==> config.mk <==
export PLATFORM = sky130hd
export DESIGN_NAME = core_clock_sequencer
export DESIGN_NICKNAME = d
export VERILOG_FILES = /design/src/rtl/core_clk_pkg.sv /design/src/rtl/rr_arbiter.sv /design/src/rtl/core_clock_sequencer.sv
export SDC_FILE = /design/constraint.sdc
export NUM_CORES = 1
export LEC_CHECK = 0
export BUFFER_PORTS_ARGS = -buffer_cell sky130_fd_sc_hd__buf_2
export CAP_MARGIN = 20
export CORE_MARGIN = 1
export CORE_UTILIZATION = 58
export DETAILED_ROUTE_END_ITERATION = 6
export PLACE_DENSITY_LB_ADDON = 0.12
export SLEW_MARGIN = 0
export SYNTH_ARGS = -nofsm -noshare
export SYNTH_HDL_FRONTEND = slang
export SYNTH_SLANG_ARGS = --single-unit
==> constraint.sdc <==
create_clock -name clk -period 4.4 [get_ports clk]
set_clock_uncertainty 0.2 [all_clocks]
set_input_delay 0.44 -clock clk [delete_from_list [all_inputs] [get_ports clk]]
set_output_delay 0.44 -clock clk [all_outputs]
set_load 0.02 [all_outputs]
==> src/rtl/core_clk_pkg.sv <==
// Shared types and helpers for the core clock sequencer and its transfer-window arbiter.
package core_clk_pkg;

    typedef enum logic [1:0] {
        IDLE  = 2'd0,
        RUN   = 2'd1,
        GRANT = 2'd2,
        ARB   = 2'd3
    } seq_state_t;

    localparam int unsigned MIN_HALF = 1;

    // Channel-index width; a single channel still needs one bit.
    function automatic int unsigned idx_width(input int unsigned n);
        return (n <= 2) ? 1 : $clog2(n);
    endfunction

endpackage

==> src/rtl/rr_arbiter.sv <==
// Combinational round-robin arbiter: one-hot grant to the first requester at or after pointer.
module rr_arbiter
    import core_clk_pkg::*;
#(
    parameter int unsigned NUM_CH = 4
) (
    input  logic [NUM_CH-1:0]                req,
    input  logic [idx_width(NUM_CH)-1:0]     pointer,
    output logic [NUM_CH-1:0]                grant
);

    localparam int unsigned IW = idx_width(NUM_CH);

    logic          found;
    logic [IW-1:0] idx;

    // Scan wraps modulo NUM_CH so a pointer at the last channel continues from channel 0.
    always_comb begin
        grant = '0;
        found = 1'b0;
        idx   = '0;
        for (int unsigned off = 0; off < NUM_CH; off++) begin
            idx = IW'((32'(pointer) + off) % NUM_CH);
            if (!found && req[idx]) begin
                grant[idx] = 1'b1;
                found      = 1'b1;
            end
        end
    end

endmodule

==> src/rtl/core_clock_sequencer.sv <==
// Divided core clock generator that freezes the clock low to open round-robin,
// watchdog-guarded transfer windows for up to NUM_CH requesters.
module core_clock_sequencer
    import core_clk_pkg::*;
#(
    parameter int unsigned CNT_WIDTH    = 16,
    parameter int unsigned NUM_CH       = 4,
    parameter int unsigned DEFAULT_HALF = 2,
    parameter int unsigned MAX_GRANT    = 1024
) (
    input  logic                             clk,
    input  logic                             rst,
    input  logic                             run,
    input  logic [CNT_WIDTH-1:0]             half_period,
    input  logic [NUM_CH-1:0]                ch_req,
    input  logic [NUM_CH-1:0]                ch_done,
    input  logic                             err_clr,
    output logic                             core_clk,
    output logic                             core_rise,
    output logic                             core_fall,
    output logic [NUM_CH-1:0]                ch_grant,
    output logic                             stalled,
    output logic                             err_timeout,
    output logic [idx_width(NUM_CH)-1:0]     err_ch,
    output logic [31:0]                      rise_count
);

    localparam int unsigned              IW         = idx_width(NUM_CH);
    localparam int unsigned              WW         = $clog2(MAX_GRANT);
    localparam logic [WW-1:0]            WD_LAST    = WW'(MAX_GRANT - 1);
    localparam logic [CNT_WIDTH-1:0]     HALF_RESET = CNT_WIDTH'(DEFAULT_HALF);
    localparam logic [CNT_WIDTH-1:0]     HALF_MIN   = CNT_WIDTH'(MIN_HALF);

    seq_state_t           state;
    logic [CNT_WIDTH-1:0] phase_cnt;
    logic [CNT_WIDTH-1:0] half_active;
    logic [CNT_WIDTH-1:0] half_req;
    logic [WW-1:0]        wdog;
    logic [IW-1:0]        rr_ptr;
    logic [IW-1:0]        grant_idx;
    logic [IW-1:0]        win_idx;
    logic [IW-1:0]        next_ptr;
    logic [NUM_CH-1:0]    arb_grant;
    logic                 any_req;
    logic                 phase_end;
    logic                 done_hit;
    logic                 take_grant;

    rr_arbiter #(
        .NUM_CH (NUM_CH)
    ) u_arb (
        .req     (ch_req),
        .pointer (rr_ptr),
        .grant   (arb_grant)
    );

    assign half_req  = (half_period < HALF_MIN) ? HALF_MIN : half_period;
    assign any_req   = |ch_req;
    assign phase_end = (phase_cnt == half_active - HALF_MIN);
    assign done_hit  = |(ch_done & ch_grant);
    assign stalled   = (state == GRANT) || (state == ARB);

    // A window opens from IDLE, from ARB, or on the edge that drives core_clk low.
    assign take_grant = any_req &&
                        ((state == IDLE) || (state == ARB) ||
                         ((state == RUN) && phase_end && core_clk));

    always_comb begin
        win_idx = '0;
        for (int unsigned i = 0; i < NUM_CH; i++) begin
            if (arb_grant[i]) win_idx = IW'(i);
        end
        next_ptr = (win_idx == IW'(NUM_CH - 1)) ? '0 : win_idx + 1'b1;
    end

    always_ff @(posedge clk or posedge rst) begin
        if (rst) begin
            state       <= IDLE;
            phase_cnt   <= '0;
            half_active <= HALF_RESET;
            wdog        <= '0;
            rr_ptr      <= '0;
            grant_idx   <= '0;
            core_clk    <= 1'b0;
            core_rise   <= 1'b0;
            core_fall   <= 1'b0;
            ch_grant    <= '0;
            err_timeout <= 1'b0;
            err_ch      <= '0;
            rise_count  <= '0;
        end else begin
            core_rise <= 1'b0;
            core_fall <= 1'b0;
            if (err_clr) err_timeout <= 1'b0;

            case (state)
                IDLE: begin
                    if (!any_req && run) begin
                        state       <= RUN;
                        phase_cnt   <= '0;
                        half_active <= half_req;
                    end
                end
                RUN: begin
                    if (phase_end) begin
                        phase_cnt   <= '0;
                        core_clk    <= ~core_clk;
                        half_active <= half_req;
                        if (core_clk) begin
                            core_fall <= 1'b1;
                            if (!any_req && !run) state <= IDLE;
                        end else begin
                            core_rise  <= 1'b1;
                            rise_count <= rise_count + 32'd1;
                        end
                    end else begin
                        phase_cnt <= phase_cnt + 1'b1;
                    end
                end
                GRANT: begin
                    // Completion outranks a watchdog expiry in the same cycle.
                    if (done_hit) begin
                        state    <= ARB;
                        ch_grant <= '0;
                    end else if (wdog == WD_LAST) begin
                        state       <= ARB;
                        ch_grant    <= '0;
                        err_timeout <= 1'b1;
                        err_ch      <= grant_idx;
                    end else begin
                        wdog <= wdog + 1'b1;
                    end
                end
                ARB: begin
                    phase_cnt <= '0;
                    if (!any_req) state <= run ? RUN : IDLE;
                end
                default: state <= IDLE;
            endcase

            if (take_grant) begin
                state     <= GRANT;
                ch_grant  <= arb_grant;
                grant_idx <= win_idx;
                rr_ptr    <= next_ptr;
                wdog      <= '0;
            end
        end
    end

endmodule

==> results of run 1 <==
==> repair_timing <==
item,CTS,global route
setup endpoints to repair,0,0
setup buffers,0,0
hold buffers,0,1
gates resized for setup,0,0
hold endpoints to repair,0,5
==> state kept, by name (all words and copies together) (netlist names) <==
| register | flops |
|---|---|
| rise_count | 32 |
| half_active | 16 |
| phase_cnt | 16 |
| wdog | 10 |
| ch_grant | 4 |
| err_ch | 2 |
| grant_idx | 2 |
| rr_ptr | 2 |
| state | 2 |
| core_clk | 1 |
| core_fall | 1 |
| core_rise | 1 |
| err_timeout | 1 |
==> cell type report <==
type / count / share of cell area (%)
Clock buffer: 9 / 2.16
Tap cell: 105 / 2.29
Sequential cell: 90 / 39.4
Inverter: 17 / 1.14
Timing Repair Buffer: 78 / 7.56
Clock inverter: 6 / 0.743
Multi-Input combinational cell: 386 / 46.7
==> kinds of logic after synthesis <==
| kind of cell | after synthesis | share of synthesized area (%) |
|---|---|---|
| DFF | 90 | 44.5 |
| xor gates and xnor gates | 73 | 12.6 |
| and+or+nand+nor | 207 | 20.6 |
| muxes | 31 | 7.39 |
| buffers and inverters | 32 | 2.67 |
| adders and majority gates | 14 | 3.46 |
| AOI/OAI and AO/OA | 61 | 8.75 |
==> metal layers <==
layer	up-vias	global-route usage, %	wire length, um
met2	126	42.1	5100
met4	0	8.46	165
met1	1975	34.3	5010
li1	1954	-	-
met5	-	0	0
met3	19	5.10	613
==> worst paths after layout <==
| kind | from | endpoint | slack (ps) | depth (start not counted) |
|---|---|---|---|---|
| max | half_active[0]$_DFFE_PP0P_ | half_active[3]$_DFFE_PP0P_ | 710 | 9 |
| min | err_clr | err_timeout$_DFF_PP0_ | 70 | 2 |
| max reg2reg | half_active[0]$_DFFE_PP0P_ | half_active[3]$_DFFE_PP0P_ | 710 | 9 |
| min reg2reg | rise_count[10]$_DFFE_PP0P_ | rise_count[10]$_DFFE_PP0P_ | 290 | 1 |
| max in group asynchronous | rst | rise_count[23]$_DFFE_PP0P_ | 2740 | 5 |
| min in group asynchronous | rst | half_active[12]$_DFFE_PP0P_ | 290 | 3 |
==> power by group through the flow <==
| stage | combinational, mW | clock [mW] | sequential [mW] |
|---|---|---|---|
| 5_1_grt | 1.29 | 0.552 | 1.18 |
| 3_3_place_gp | 1.11 | 0 | 1.15 |
| 4_1_cts | 1.15 | 0.516 | 1.15 |
| 3_5_place_dp | 1.15 | 0 | 1.16 |
| 6_report | 1.16 | 0.504 | 1.15 |
| 2_1_floorplan | 0.937 | 0 | 1.10 |
==> synthesized netlist by cell type, types with 2 or more instances <==
master     instances
a21oi_1            9
dfrtp_1           89
inv_1             17
nor4_1            13
nand4_1           17
nor2b_1            5
xnor2_1           40
a221o_1            3
a211oi_1           3
a22oi_1            6
nand3_1           19
nand4b_1           3
xor2_1            33
o211ai_1           2
and3_1             5
and4_1             4
a32oi_1            3
a22o_1             3
o21ai_0            9
a21o_1             2
mux2i_1            7
buf_2              3
mux4_2             3
o21ai_1            2
and3b_1            2
a41oi_1            2
nor3_1            15
nand2_1           44
nor2_1            61
nand2b_1           3
ha_1              14
or3_1              3
nor4_2             2
mux2_2             5
a31oi_1            2
a2bb2oi_1          2
mux2_1            16
and2_1             3
a221oi_1           4
clkbuf_1          10
==> per-stage QoR <==
step           std cells  hold slack (ps)
4_1_cts              689             58.4
3_5_place_dp         674              279
3_3_place_gp         674              267
6_report             691             69.4
2_1_floorplan        508              275
5_1_grt              691             65.8
==> key figures, run 1 <==
Timing
  • Fmax: 271 MHz
  • Final period utilization: 83.9%
  • Period minus WS final: 3690 ps
  • Endpoints failing setup: 0
  • RSZ-0062 raised after global routing: no
  • Final setup margin: 708 ps
  • Slew Limit Fails: 0
  • Setup TNS: 0 ps
  • Final hold violations: 0
  • Worst Tran Pin Value: 889 ps
  • Max-slew headroom: 40.3%

Floorplanning
  • Die width: 95.4 um
  • # rows: 33
  • Ports: 71
  • Core area: 0.00834 mm^2
  • Die area: 0.00911 mm^2
  • Initial core utilization: 60.7%
  • Vert. Die Dim: 95.4 um

Worst setup path
  • Worst setup path class: reg -> reg
  • CP cell instances: inv_1 > ha_1 > nor3b_2 > o311ai_1 > a2bb2oi_1 > or4_4 > o31ai_2 > and2_1 > mux2_1
  • Max incr delay on CP: 670 ps
  • CP Launch Type: flip-flop
  • Buf+Inv Stages, Crit Path: 1
  • Required time worst endpoint: 4440 ps
  • Worst Path Max Fanout: 16
  • Critical-path top delay cell: and2_1
  • Crit. End Element: flip-flop
  • CP top delay family: simple AND/OR/NAND/NOR gates
  • Critical path data arrival time: 3740 ps

Logic synthesis
  • Synth Register Bits: 90
  • Sequential area share after synthesis: 44.5%
  • Top FF cell, synth: dfrtp_1
  • Post-synthesis cell type with the largest combined area: dfrtp_1
  • Synth top area cells: dfrtp_1 (44%), xnor2_1 (6.9%), xor2_1 (5.7%)
  • Synth top area share: 44.0%
  • Syn avg cell area: 9.97 um^2
  • Post-synth EDFFs: 0
  • Mapped Nets: 550
  • Post-Synthesis Cells: 508
  • Post-synth ARST share: 100%
  • Synth unique cells: 60
  • Ys Warns: 0
  • Synth Cell Area: 0.00506 mm^2

Clocking
  • Clock Latency Late Sink: 350 ps
  • CTS Sinks: 90
  • H-tree levels: 3
  • CTS buffer count: 9
  • Maximum root-to-sink buffer count: 2
  • CTS tree: done
  • Clk slew on worst S/H paths: 90 ps
  • CTS root buffer: clkbuf_8

Global routing
  • First-pass GRT wire length: 18,400 um
  • Initial antenna violation count: 0
  • Vias in the first global route: 3,989
  • Largest net degree at the start of global routing: 59
  • Total track usage: 25.8%
  • Gr ovfl total: 0

Pwr
  • Power, Total: 2.82 mW
  • Peak VDD IR: 301 uV
  • Sequential cell fraction of total power: 40.8%
  • Sw frac: 40.8%
  • Power share of the combinational group: 41.3%
  • Pleak: 2.68 nW
  • Psw: 1.15 mW
  • Clock network power share: 17.9%
  • PD cells: 492 mW/mm^2
  • Pint: 1.67 mW

Detailed routing
  • Routed vias: 4,074
  • Starting DRC count in detailed routing: 142
  • DRC: 0
  • WL per Instance: 15.8 um
  • Via density: 5.90
  • Drt first pass iters: 5
  • ANT nets after route: 0
  • Final wirelength: 10,900 um

Placed design
  • DP Wirelength: 7830 um
  • Port Buffer Count: 70
  • Placed Area: 0.00552 mm^2
  • Pre-CTS setup slack: 737 ps
  • RD Place Congestion: 0.904

Final layout
  • Post-Route Utilization: 68.6%
  • Fill count: 687
  • Commonest non-fill, non-tap cell in the layout: dfrtp_1
  • Nets: 624
  • Cell area after layout: 0.00573 mm^2
  • Sequential Area: 0.00225 mm^2
  • Area Overhead vs Synth: 13.0%
  • Most frequent cells in the layout: dfrtp_1 (89), buf_2 (70), nor2_1 (61)
  • Area of the multi-input gates: 0.00268 mm^2
  • Diode count: 0
  • Ratio of cells with drive above 1 in the final layout: 18.6%

Status
  • Status: finished clean

Run
  • Number of max-cap violations: 0

Worst hold path
  • Worst Hold Class: in -> reg
Power figures use the tool's default switching activity.
==> run 2, diff against run 1 <==
- clock period: 4.4 -> 3.4 ns (I/O delays scaled with it)
==> key figures, run 2 (synthesized netlist as in run 1, its figures left out) <==
Final layout
  • Post-Route Utilization: 71.0% (was 68.6%)
  • Reg with most FFs: rise_count (unchanged)
  • Largest regs: rise_count x32, half_active x16, phase_cnt x16 (unchanged)
  • Diode count: 0 (unchanged)
  • Ratio of cells with drive above 1 in the final layout: 20.3% (was 18.6%)
  • Post-route insts no fill: 707 (was 691)
  • Most frequent cells in the layout: dfrtp_1 (89), buf_2 (70), nor2_1 (61) (unchanged)
  • Nets: 640 (was 624)
  • Commonest non-fill, non-tap cell in the layout: dfrtp_1 (unchanged)
  • Largest register FFs: 32 (unchanged)
  • Area Overhead vs Synth: 16.8% (was 13.0%)

Clocking
  • Clk slew on worst S/H paths: 90 ps (about the same)
  • CTS root buffer: clkbuf_8 (unchanged)
  • CTS Sinks: 90 (unchanged)
  • Clock Latency Late Sink: 360 ps (was 350 ps)
  • CTS tree: done (unchanged)
  • H-tree levels: 3 (unchanged)
  • CTS buffer count: 9 (unchanged)
  • Maximum root-to-sink buffer count: 2 (unchanged)

Placed design
  • RD Place Congestion: 0.890 (was 0.904)
  • Placed insts: 684 (was 674)
  • Port Buffer Count: 70 (unchanged)
  • DP Wirelength: 7960 um (was 7830 um)
  • Pre-CTS setup slack: 102 ps (was 737 ps)

Timing
  • Final setup margin: 186 ps (was 708 ps)
  • Final period utilization: 94.5% (was 83.9%)
  • Fmax: 311 MHz (was 271 MHz)
  • Max-slew headroom: 49.5% (was 40.3%)
  • Slew Limit Fails: 0 (unchanged)
  • Worst Tran Pin Value: 758 ps (was 889 ps)
  • RSZ-0062 raised after global routing: no (unchanged)
  • Setup TNS: 0 ps (unchanged)
  • Endpoints failing setup: 0 (unchanged)
  • Final hold violations: 0 (unchanged)
  • Period minus WS final: 3210 ps (was 3690 ps)

Floorplanning
  • Vert. Die Dim: 95.4 um (unchanged)
  • Die area: 0.00911 mm^2 (unchanged)
  • # rows: 33 (unchanged)
  • Initial core utilization: 60.7% (unchanged)
  • Die width: 95.4 um (unchanged)
  • Ports: 71 (unchanged)
  • Core area: 0.00834 mm^2 (unchanged)

Worst hold path
  • Hold Crit Depth: 2 (unchanged)
  • Worst Hold Class: in -> reg (unchanged)

Global routing
  • Total track usage: 25.7% (was 25.8%)
  • Initial antenna violation count: 0 (unchanged)
  • Gr ovfl total: 0 (unchanged)
  • Vias in the first global route: 3,910 (was 3,989)
  • First-pass GRT wire length: 18,100 um (was 18,400 um)
  • Largest net degree at the start of global routing: 49 (was 59)

Detailed routing
  • Via density: 5.79 (was 5.90)
  • Final wirelength: 10,700 um (was 10,900 um)
  • ANT nets after route: 0 (unchanged)
  • DRC: 0 (unchanged)
  • Routed vias: 4,091 (was 4,074)
  • Starting DRC count in detailed routing: 189 (was 142)
  • Drt first pass iters: 5 (unchanged)
  • WL per Instance: 15.2 um (was 15.8 um)

Run
  • Number of max-cap violations: 0 (unchanged)

Worst setup path
  • Max incr delay on CP: 560 ps (was 670 ps)
  • Required time worst endpoint: 3440 ps (was 4440 ps)
  • Worst Path Max Fanout: 16 (unchanged)
  • Critical-path top delay cell: nor4_2 (was and2_1)
  • Worst setup path class: reg -> reg (unchanged)
  • Cell count of the worst reg-to-reg path: 8 (was 9)
  • Critical path data arrival time: 3250 ps (was 3740 ps)
  • Crit. End Element: flip-flop (unchanged)
  • CP Launch Type: flip-flop (unchanged)
  • CP cell instances: nor4_2 > o311ai_1 > a2bb2oi_1 > or4_4 > o31ai_2 > and2_1 > buf_12 > mux2_1 (was inv_1 > ha_1 > nor3b_2 > o311ai_1 > a2bb2oi_1 > or4_4 > o31ai_2 > and2_1 > mux2_1)

Pwr
  • Pleak: 2.78 nW (was 2.68 nW)
  • Peak VDD IR: 484 uV (was 301 uV)
  • PD cells: 654 mW/mm^2 (was 492 mW/mm^2)

Status
  • Status: finished clean (unchanged)
-- run 2: cell type report --
cell class / count / area (um^2)
fill: 625 / 2420
timing repair buffer: 94 / 568
multi-input combinational: 386 / 2680
sequential: 90 / 2250
clock buffer: 9 / 124
tap: 105 / 131
clock inverter: 6 / 92.6
inverter: 17 / 65.1
-- run 2: where the power goes --
group	switching, mW	internal (mW)
clock	0.382	0.412
sequential	0.223	1.24
combinational	0.874	0.734
-- run 2: repair_timing --
action | 4_1_cts | 5_1_grt
resized for setup | 0 | 2
setup endpoints to repair | 0 | 34
hold buffers | 4 | 1
setup buffers | 0 | 3
endpoints found under the hold margin | 44 | 1
-- run 2: routing by layer --
| metal | track usage [%] | routed length, um |
|---|---|---|
| met1 | 33.6 | 4910 |
| met2 | 42.3 | 5080 |
| met5 | 0 | 0 |
| met3 | 5.18 | 536 |
| met4 | 9.33 | 192 |
-- run 2: critical path: cells and delay by family (launching register included) --
kind,cells,cell delay [ps]
AO/OA/AOI/OAI,3,620
multiplexers,1,330
AND/OR/NAND/NOR,3,1310
flip-flops,1,470
buffers and inverters,1,160
-- run 2: final timing paths --
| check | start | endpoint | slack [ps] |
|---|---|---|---|
| setup / recovery | half_active[4]$_DFFE_PP0P_ | half_active[3]$_DFFE_PP0P_ | 190 |
| hold reg to reg | rise_count[31]$_DFFE_PP0P_ | rise_count[31]$_DFFE_PP0P_ | 270 |
| hold / removal | half_period[12] | half_active[12]$_DFFE_PP0P_ | 9 |
| min in group asynchronous | rst | half_active[11]$_DFFE_PP0P_ | 410 |
| setup reg to reg | half_active[4]$_DFFE_PP0P_ | half_active[3]$_DFFE_PP0P_ | 190 |
| max in group asynchronous | rst | rise_count[4]$_DFFE_PP0P_ | 1880 |
-- run 2: stage by stage --
stage | cell area [um^2] | total power [mW] | hold slack (ps)
2_1_floorplan | 5060 | 2.63 | 239
3_3_place_gp | 5620 | 3.02 | 256
3_5_place_dp | 5620 | 3.06 | 260
4_1_cts | 5880 | 3.87 | 1.44
5_1_grt | 5920 | 4.15 | 1.44
6_report | 5920 | 3.87 | 8.59
==> run 3, diff against run 2 <==
- SYNTH_HIERARCHICAL: unset -> 1
==> key figures, run 3 <==
Logic synthesis
  • Synth Register Bits: 90 (unchanged)
  • Most common cell in the synthesized netlist: dfrtp_1 (unchanged)
  • Post-Synthesis Cells: 529 (was 508)
  • Synth unique cells: 58 (was 60)
  • Ys Warns: 6 (was 0)
  • Post-synthesis cell type with the largest combined area: dfrtp_1 (unchanged)
  • Synth top area share: 42.4% (was 44.0%)
  • Syn avg cell area: 9.92 um^2 (was 9.97 um^2)
  • Commonest cells in the synthesized netlist: dfrtp_1 (89), nor2_1 (49), xor2_1 (43) (was dfrtp_1 (89), nor2_1 (61), nand2_1 (44))
  • Synth Cell Area: 0.00525 mm^2 (was 0.00506 mm^2)
  • Post-synth EDFFs: 0 (unchanged)
  • Sequential area share after synthesis: 42.9% (was 44.5%)
  • Synth top area cells: dfrtp_1 (42%), xor2_1 (7.2%), xnor2_1 (3.8%) (was dfrtp_1 (44%), xnor2_1 (6.9%), xor2_1 (5.7%))
  • Post-synth ARST share: 100% (unchanged)
  • Top FF cell, synth: dfrtp_1 (unchanged)
  • Mapped Nets: 571 (was 550)

Clocking
  • CTS tree: done (unchanged)
  • H-tree levels: 3 (unchanged)
  • CTS Sinks: 90 (unchanged)
  • CTS root buffer: clkbuf_8 (unchanged)
  • CTS buffer count: 9 (unchanged)
  • Maximum root-to-sink buffer count: 2 (unchanged)
  • Clock Latency Late Sink: 360 ps (about the same)
  • Clk slew on worst S/H paths: 100 ps (was 90 ps)

Final layout
  • Ratio of cells with drive above 1 in the final layout: 24.4% (was 20.3%)
  • Commonest non-fill, non-tap cell in the layout: dfrtp_1 (unchanged)
  • Reg with most FFs: rise_count (unchanged)
  • Area Overhead vs Synth: 15.7% (was 16.8%)
  • Largest regs: rise_count x32, half_active x16, phase_cnt x16 (unchanged)
  • Nets: 651 (was 640)
  • Largest register FFs: 32 (unchanged)
  • Diode count: 0 (unchanged)
  • Most frequent cells in the layout: dfrtp_1 (89), buf_2 (70), nor2_1 (48) (was dfrtp_1 (89), buf_2 (70), nor2_1 (61))

Detailed routing
  • Drt first pass iters: 5 (unchanged)
  • DRC: 0 (unchanged)
  • Starting DRC count in detailed routing: 169 (was 189)
  • ANT nets after route: 0 (unchanged)
  • Final wirelength: 11,800 um (was 10,700 um)
  • WL per Instance: 16.4 um (was 15.2 um)
  • Via density: 5.91 (was 5.79)
  • Routed vias: 4,268 (was 4,091)

Floorplanning
  • Ports: 71 (unchanged)
  • Die area: 0.00943 mm^2 (was 0.00911 mm^2)
  • Vert. Die Dim: 97.1 um (was 95.4 um)
  • Initial core utilization: 60.2% (was 60.7%)
  • # rows: 34 (was 33)
  • Die width: 97.1 um (was 95.4 um)
  • Core area: 0.00872 mm^2 (was 0.00834 mm^2)

Status
  • Status: finished clean (unchanged)

Timing
  • Fmax: 304 MHz (was 311 MHz)
  • Max-slew headroom: 47.7% (was 49.5%)
  • Worst Tran Pin Value: 781 ps (was 758 ps)
  • Slew Limit Fails: 0 (unchanged)
  • Final period utilization: 96.8% (was 94.5%)
  • Final hold violations: 0 (unchanged)
  • Endpoints failing setup: 0 (unchanged)
  • WHS: 21.7 ps (was 8.59 ps)
  • Period minus WS final: 3290 ps (was 3210 ps)
  • Final setup margin: 110 ps (was 186 ps)

Worst setup path
  • Critical path data arrival time: 3340 ps (was 3250 ps)
  • Required time worst endpoint: 3450 ps (was 3440 ps)
  • Worst setup path class: reg -> reg (unchanged)
  • Crit. End Element: flip-flop (unchanged)
  • CP Launch Type: flip-flop (unchanged)
  • Worst Path Max Fanout: 9 (was 16)

Placed design
  • DP Wirelength: 8630 um (was 7960 um)
  • RD Place Congestion: 0.863 (was 0.890)
  • Port Buffer Count: 70 (unchanged)
  • Pre-CTS setup slack: 53.2 ps (was 102 ps)

Worst hold path
  • Worst Hold Class: in -> reg (unchanged)

Global routing
  • Gr ovfl total: 0 (unchanged)
  • Vias in the first global route: 4,257 (was 3,910)
  • First-pass GRT wire length: 19,800 um (was 18,100 um)
  • Total track usage: 26.1% (was 25.7%)
  • Initial antenna violation count: 0 (unchanged)
  • Largest net degree at the start of global routing: 50 (was 49)

Run
  • Number of max-cap violations: 0 (unchanged)

Pwr
  • PD cells: 676 mW/mm^2 (was 654 mW/mm^2)
  • Peak VDD IR: 285 uV (was 484 uV)
  • Pleak: 2.92 nW (was 2.78 nW)
==> run 3: cells by family (layout without fill, tap and decap cells) <==
family | after synthesis | after routing | share of synthesized area (%)
multiplexers | 32 | 32 | 8.32
AND/OR/NAND/NOR | 212 | 212 | 21.0
flip-flops | 90 | 90 | 42.9
buffers and inverters | 51 | 136 | 4.00
XOR/XNOR | 66 | 66 | 11.0
AO/OA/AOI/OAI | 64 | 64 | 9.39
adder cells (fa/ha/maj) | 14 | 14 | 3.34
==> run 3: cell type report <==
class	count	area, um^2
well taps	108	135
fillers	687	2650
inverters	31	118
repair buffers	89	537
clock inverters	6	73.8
clock buffers	10	128
multi-input cells	388	2830
flip-flops and latches	90	2250
==> run 3: per-layer routing <==
layer | part of all wire, % | track usage [%] | wire [um] | vias up
met1 | 46 | 34.0 | 5430 | 2109
met3 | 3.4 | 3.02 | 401 | 15
met4 | 1.6 | 9.41 | 184 | 0
li1 | - | - | - | 2043
met5 | 0 | 0 | 0 | -
met2 | 49 | 45.1 | 5830 | 101
==> run 3: report_power, final <==
part	leakage, nW	switching (mW)	internal, mW
clock	0.0954	0.418	0.351
sequential	1.20	0.196	1.25
combinational	1.63	0.994	0.893
total	2.92	1.61	2.50
==> run 3: worst paths after layout <==
| kind | startpoint | end | slack, ps | cells past startpoint |
|---|---|---|---|---|
| worst max register to register | half_active[5]$_DFFE_PP0P_ | half_active[6]$_DFFE_PP0P_ | 110 | 9 |
| worst max-delay path | half_active[5]$_DFFE_PP0P_ | half_active[6]$_DFFE_PP0P_ | 110 | 9 |
| min in group asynchronous | rst | err_ch[0]$_DFFE_PP0P_ | 440 | 3 |
| worst min register to register | rise_count[31]$_DFFE_PP0P_ | rise_count[31]$_DFFE_PP0P_ | 280 | 1 |
| max in group asynchronous | rst | rise_count[21]$_DFFE_PP0P_ | 1860 | 4 |
| worst min-delay path | half_period[13] | half_active[13]$_DFFE_PP0P_ | 20 | 2 |
==> run 3: worst max-delay path, cell delays in order (launching register included) <==
cell	delay [ps]
dfrtp_1	420
or4_1	510
or3_1	360
o311a_1	390
a211oi_4	240
a31oi_2	170
a211oi_4	230
buf_12	170
buf_6	160
mux2_4	310
==> run 3: through the flow <==
step	setup TNS (ps)	instances	utilization, %	instance area, um^2	total power [mW]
CTS	0	720	68.9	6010	4.05
global route	-4.90	722	69.7	6070	4.37
global placement	0	703	66.5	5800	3.21
floorplan	0	529	-	5250	2.82
detailed placement	0	703	66.5	5800	3.28
finish	0	722	69.7	6070	4.11
==> run 3: what timing repair did <==
action,in CTS,in global routing
hold endpoints to repair,40,0
resized for setup,0,12
hold buffers,1,0
setup buffers,0,2
setup endpoints to repair,0,44
